==> src/rtl/decode_stage.sv <==
// Fetch-to-execute pipeline register: splits the instruction word into decoded fields
// and holds up to two instructions (output + skid) under execute backpressure.
module decode_stage #(
    parameter int PC_WIDTH    = 16,
    parameter int COUNT_WIDTH = 16
) (
    input  logic                   clk,
    input  logic                   reset,
    input  logic                   in_valid,
    output logic                   in_ready,
    input  logic [15:0]            instruction,
    input  logic [PC_WIDTH-1:0]    pc_in,
    input  logic                   flush,
    output logic                   out_valid,
    input  logic                   out_ready,
    output logic [7:0]             instructionOp,
    output logic [7:0]             immediate,
    output logic [3:0]             rdest,
    output logic [3:0]             rsrc,
    output logic [PC_WIDTH-1:0]    pc_out,
    output logic [COUNT_WIDTH-1:0] issue_count
);

    typedef struct packed {
        logic [7:0]          op;
        logic [7:0]          imm;
        logic [3:0]          rdest;
        logic [3:0]          rsrc;
        logic [PC_WIDTH-1:0] pc;
    } entry_t;

    entry_t                 or_q, or_d, sr_q, sr_d, new_e;
    logic                   or_vld_q, or_vld_d, sr_vld_q, sr_vld_d;
    logic [COUNT_WIDTH-1:0] cnt_q, cnt_d;
    logic                   accept, issue;

    assign in_ready = !sr_vld_q;
    assign accept   = in_valid && in_ready;
    assign issue    = or_vld_q && out_ready;

    // Only the ALU-class groups (0000, 0100, 1000) carry a sub-opcode in [7:4].
    always_comb begin
        new_e       = '0;
        new_e.op    = {instruction[15:12], 4'b0000};
        if (instruction[15:12] == 4'b0000 || instruction[15:12] == 4'b0100 ||
            instruction[15:12] == 4'b1000)
            new_e.op = instruction[15:8] & 8'hF0 | {4'b0000, instruction[7:4]};
        new_e.imm   = instruction[7:0];
        new_e.rdest = instruction[11:8];
        new_e.rsrc  = instruction[3:0];
        new_e.pc    = pc_in;
    end

    always_comb begin
        or_d     = or_q;
        sr_d     = sr_q;
        or_vld_d = or_vld_q;
        sr_vld_d = sr_vld_q;
        cnt_d    = cnt_q + {{(COUNT_WIDTH-1){1'b0}}, issue};
        if (flush) begin
            // Data fields are left stale; only validity matters after a flush.
            or_vld_d = 1'b0;
            sr_vld_d = 1'b0;
        end else if (issue) begin
            if (sr_vld_q) begin
                or_d     = sr_q;
                or_vld_d = 1'b1;
                sr_vld_d = 1'b0;
                if (accept) begin
                    sr_d     = new_e;
                    sr_vld_d = 1'b1;
                end
            end else if (accept) begin
                or_d     = new_e;
                or_vld_d = 1'b1;
            end else begin
                or_vld_d = 1'b0;
            end
        end else if (accept) begin
            if (!or_vld_q) begin
                or_d     = new_e;
                or_vld_d = 1'b1;
            end else begin
                sr_d     = new_e;
                sr_vld_d = 1'b1;
            end
        end
    end

    always_ff @(posedge clk or negedge reset) begin
        if (!reset) begin
            or_q     <= '0;
            sr_q     <= '0;
            or_vld_q <= 1'b0;
            sr_vld_q <= 1'b0;
            cnt_q    <= '0;
        end else begin
            or_q     <= or_d;
            sr_q     <= sr_d;
            or_vld_q <= or_vld_d;
            sr_vld_q <= sr_vld_d;
            cnt_q    <= cnt_d;
        end
    end

    assign out_valid     = or_vld_q;
    assign instructionOp = or_q.op;
    assign immediate     = or_q.imm;
    assign rdest         = or_q.rdest;
    assign rsrc          = or_q.rsrc;
    assign pc_out        = or_q.pc;
    assign issue_count   = cnt_q;

endmodule

==> config.mk <==
export PLATFORM = sky130hd
export DESIGN_NAME = decode_stage
export DESIGN_NICKNAME = d
export VERILOG_FILES = /design/src/rtl/decode_stage.sv
export SDC_FILE = /design/constraint.sdc
export NUM_CORES = 1
export LEC_CHECK = 0
export ABC_AREA = 1
export CAP_MARGIN = 10
export CORE_ASPECT_RATIO = 2
export CORE_MARGIN = 10
export CORE_UTILIZATION = 50
export DETAILED_ROUTE_END_ITERATION = 12
export GPL_ROUTABILITY_DRIVEN = 0
export GPL_TIMING_DRIVEN = 0
export MAX_ROUTING_LAYER = met4
export PLACE_DENSITY = 0.8
export SKIP_LAST_GASP = 1
export SYNTH_ARGS = -nofsm -noshare
export SYNTH_HDL_FRONTEND = slang
export SYNTH_SLANG_ARGS = --single-unit
==> constraint.sdc <==
create_clock -name clk -period 1.8 [get_ports clk]
set_input_delay 0.36 -clock clk [delete_from_list [all_inputs] [get_ports clk]]
set_output_delay 0.36 -clock clk [all_outputs]
set_load 0.03 [all_outputs]
Yosys cells after proc, flatten, opt, wreduce, memory -nomap -nowiden
Cells that the tools add are included.
- output and inout bits: 58
- memory bits (read-only): 0
- word-level logic and storage cells: 54
- flip-flop bits (word level): 98
- memories kept: 0
- bits of input ports: 37
- bits in latches: 0
- RAM bits: 0
- div/mod/pow operators: 0
- equal/unequal tests: 4
- $mul: 0
- order comparisons: 0
- reductions and logical operators: 14
- muxes and demuxes: 20
- shift operators: 0
- bitwise gates (word level): 2
- $add $sub $neg: 1
- operators by type and width (kind ; number):
    40-bit two-way mux ; 9
    16-bit by 1-bit adder with 16-bit output ; 1
    1-bit two-way mux ; 10
    8-bit two-way mux ; 1
    8-bit by 4-bit OR with 8-bit output ; 1
    4-bit AND reduction ; 2
    2-bit nonzero test ; 3
    3-bit nonzero test ; 2
    4-bit by 3-bit equality test with 1-bit output, second input constant ; 1
    4-bit equality test, second input constant ; 1
    4-bit logical NOT ; 1
    1-bit logical AND ; 2
    1-bit logical OR ; 2
    2-bit by 1-bit != test with 1-bit output, second input constant ; 1
    2-bit != test, second input constant ; 1
    2-bit AND reduction ; 1
    1-bit logical NOT ; 1
    1-bit inverter ; 1

Logic depth before layout (Yosys ltp)
- word-level depth: 7
- depth in mapped cells: 9
- gate-level depth less buffers: 9

Worst setup path before layout
No wires, ideal clock.
- path type: register to register
- start point: register or_vld_q (netlist: out_valid)
- end point: register cnt_q[10] (netlist: issue_count[10])
- buffers on the path: 0
- stages on the path, launching flop included: 9
- data arrival time: 1636 ps
- library setup time: 134 ps
- clock period less this slack: 1771 ps
- data required time: 1666 ps
- setup slack: 29 ps
- cell sequence: dfrtp_1 > nand2_1 > inv_1 > ha_1 > ha_1 > nand3_1 > nor2_1 > nand2_1 > xnor2_1
- longest elaborated chain between the ends: 2
- ends and longest elaborated chain (element ; line ; source):
    start: declaration ; 33 ; logic or_vld_q, or_vld_d, sr_vld_q, sr_vld_d;
    start signal: assignment ; 100 ; or_vld_q <= or_vld_d;
    1-bit logical AND ; 39 ; assign issue = or_vld_q && out_ready;
    16-bit by 1-bit adder with 16-bit output ; 59 ; cnt_d = cnt_q + {{(COUNT_WIDTH-1){1'b0}}, issue};
    net cnt_d[10] ; 34 ; logic [COUNT_WIDTH-1:0] cnt_q, cnt_d;
    end signal: assignment ; 102 ; cnt_q <= cnt_d;
    end: declaration ; 34 ;
The timed path passes the listed nets, and every way through them passes these cells.
A chain may end at the register's enable or synchronous reset.

Worst setup path after layout
- start point: register cnt_q[1] (netlist: issue_count[1])
- end point: output port issue_count[1]
- RTL lines (element ; line ; source):
    end: declaration ; 21 ; output logic [COUNT_WIDTH-1:0] issue_count
No word-level cell between the ends.

==> run metrics <==
DP HPWL=~8000 um; via count=3601; number of global-route vias before repair=3737; Pins Over Slew Limit=0; first-pass GRT wire length=17900 um; largest net degree at the start of global routing=75; Num CTS Buffers=9; Pre-antenna DRT Iters=5; commonest cells in the synthesized netlist=nand2_1 (175), dfrtp_1 (90), nor2_1 (51); Starting Density=51.1%; status=finished clean; Slew HR=74.2%; RR Endpoint=issue_count[15]; number of antenna violations at the first check in global routing=0; I/O Buffers=94; die area=12300 sq um; Synth Register Bits=90; HP Class=in -> reg; Core Region=about 7900 sq um; IO Count=95; WP data arrival=1.42 ns; CTS root buf=clkbuf_16; Post-synth EDFFs=0; Max VDD drop=0.706 mV; syn_nets=approximately 530; Net count, final=approximately 640; total wire length=10800 um; skew final=0.00507 ns; Clock Power Share=32.3%; cells along the critical path=clkdlybuf4s50_1; hold path depth=4; WL/cell=15.3 um; Die H=roughly 150 um; CP Capture Type=output pin; Clock Sinks=90; Critical-path top delay cell=clkdlybuf4s50_1; worst reg-to-reg setup slack=~0.17 ns; crit path max fanout=4; H-tree depth=3; max cap viols=0; post-CTS setup buffer count=0; WP data required=approximately 1.4 ns; DP Cell Count=686; final hold violations=0; Clock Path Buffers=2; Synth top area share=55.5%; TritonCTS clock tree=yes; power per cell area=roughly 1200 nW/um^2; Logic pwr share=25.4%; grt ovf=0; min cycle time layout=roughly 1.8 ns; die width=roughly 84 um; switching power=2.01 mW; post-synthesis cell count=495; Reg clk slew, reported paths=0.06 ns; actual slew at the worst max-slew pin=0.387 ns; Synth cell types=22; fmax=561 MHz; unrepaired setup endpoints after global routing=true; Int Pwr=4.54 mW; sequential share of power=42.3%; vias per cell=about 5.1; R2R cell count=8; fin cells=703; Hold Path Origin=out_ready; Post-DRT Antenna Nets=0; Setup TNS=0 ns; WHS=a little under 0.4 ns; CP bufs+invs=1; most common cell in the netlist=nand2_1; number of synthesis warnings=0; Largest stage delay, worst path=about 0.70 ns; share of layout cells above drive strength 1=8.73%; Remaining DRCs=0; total track usage=between 15 and 20%; sequential fraction of the synthesis area=between 50 and 60%; Worst Hold End=sr_vld_q; WS Path Type=reg -> out; # rows=46; final setup vio count=0; ys flop type=dfrtp_1; final period utilization=99.0%; Setup crit start kind=register; critical path's top delay family=buffers and inverters; switch share=30.7%; Leak Pwr=2.74 nW; Reg2Reg Launch Point=out_valid; Mapped Area=between 4000 and 5000 sq um; worst skew pair latency=roughly 0.34 ns; Inserted Diodes=0; leading area contributor after synthesis=dfrtp_1; Avg Cell Area, Syn=8.19 sq um; Post-synth ARST share=100%; DR iter-0 viols=220; ranking of synthesized cells by area=dfrtp_1 (56%), nand2_1 (16%), nor2_1 (4.7%); Syn-to-layout area delta=35.7%
-- metrics by stage --
stage | utilization, % | instance area, sq um | worst slack (ns) | total power, mW
floorplan | - | 4060 | 0.0294 | 3.72
global placement | 64.4 | 5120 | -2.78 | 4.43
detailed placement | 64.7 | 5140 | -0.463 | 4.51
CTS | 69.1 | 5490 | 0.00668 | 6.61
global route | 69.3 | 5510 | -0.00125 | 6.86
finish | 69.3 | 5510 | 0.0174 | 6.56
-- layer usage --
| metal | vias to the layer above | GRT usage, % | routed length [um] |
|---|---|---|---|
| met2 | 115 | 32.4 | 6000 |
| li1 | 1748 | - | - |
| met1 | 1709 | 18.3 | 4020 |
| met5 | - | - | 0 |
| met3 | 29 | 2.97 | 466 |
| met4 | 0 | 8.67 | 290 |
-- layout by cell type (no fill, tap or decap), types with 3 or more instances in the layout --
master,count
buf_4,5
clkdlybuf4s50_1,72
o21ai_0,34
or2_2,4
buf_2,13
inv_1,44
a21oi_1,37
nand4_1,4
buf_6,4
dfrtp_1,90
clkbuf_1,3
dlygate4sd2_1,18
xor2_1,3
clkbuf_16,9
nand2_1,174
clkbuf_8,4
nand3_1,14
nand3_2,3
nor2_1,50
dlymetal6s2s_1,3
xnor2_1,5
-- registers in the layout, indices dropped and copies added, names as in the netlist --
register	flops
instructionOp	8
pc_out	16
issue_count	16
rdest	4
out_valid	1
sr_vld_q	1
immediate	8
sr_q	36
-- area by class of cell --
class	instances	area (sq um)
Inverter	45	169
Timing Repair Buffer	96	961
Buffer	24	151
Fill cell	658	2440
Tap cell	96	120
Multi-Input combinational cell	336	1500
Clock buffer	13	280
Clock inverter	3	68.8
Sequential cell	90	2250
-- power by group through the flow --
stage                     combinational, mW  sequential [mW]  clock, mW
after CTS                              1.69             2.76       2.16
final                                  1.67             2.77       2.12
after detailed placement               1.72             2.79          0
after global placement                 1.66             2.77          0
after global routing                   1.81             2.82       2.23
after floorplan                       0.562             3.16          0
-- cell families (layout without fill, tap and decap cells) --
kind of cell	count (synthesis)	after routing	synth area share, %
AO/OA/AOI/OAI	73	73	9.35
buffers and inverters	69	181	7.90
AND/OR/NAND/NOR	253	253	24.9
adder cells (fa/ha/maj)	2	2	0.617
flip-flops	90	90	55.5
XOR/XNOR	8	8	1.73
-- tightest hold or removal path: cells and delay by family --
| kind | cells | cell delay (ns) |
|---|---|---|
| buffers and inverters | 2 | 0.22 |
| AND/OR/NAND/NOR | 2 | 0.12 |
-- how the worst max path moves through the flow --
| stage | from | slack [ns] | depth (start not counted) | endpoint |
|---|---|---|---|---|
| 5_1_grt | issue_count[1] | -0.001 | 1 | issue_count[1] |
| 3_5_place_dp | out_ready | -0.46 | 10 | issue_count[14] |
| 2_1_floorplan | out_valid | 0.03 | 8 | issue_count[10] |
| 3_3_place_gp | reset | -2.78 | 1 | instructionOp[4] |
| 6_report | issue_count[1] | 0.02 | 1 | issue_count[1] |
| 4_1_cts | issue_count[14] | 0.007 | 1 | issue_count[14] |
-- timing repair --
action | in CTS | in global routing
endpoints found under the hold margin | 16 | 0
setup endpoints to repair | 20 | 7
gates resized for setup | 20 | 7
hold buffers | 1 | 0
pin swaps | 0 | 1
(Power assumes the default switching activity.)
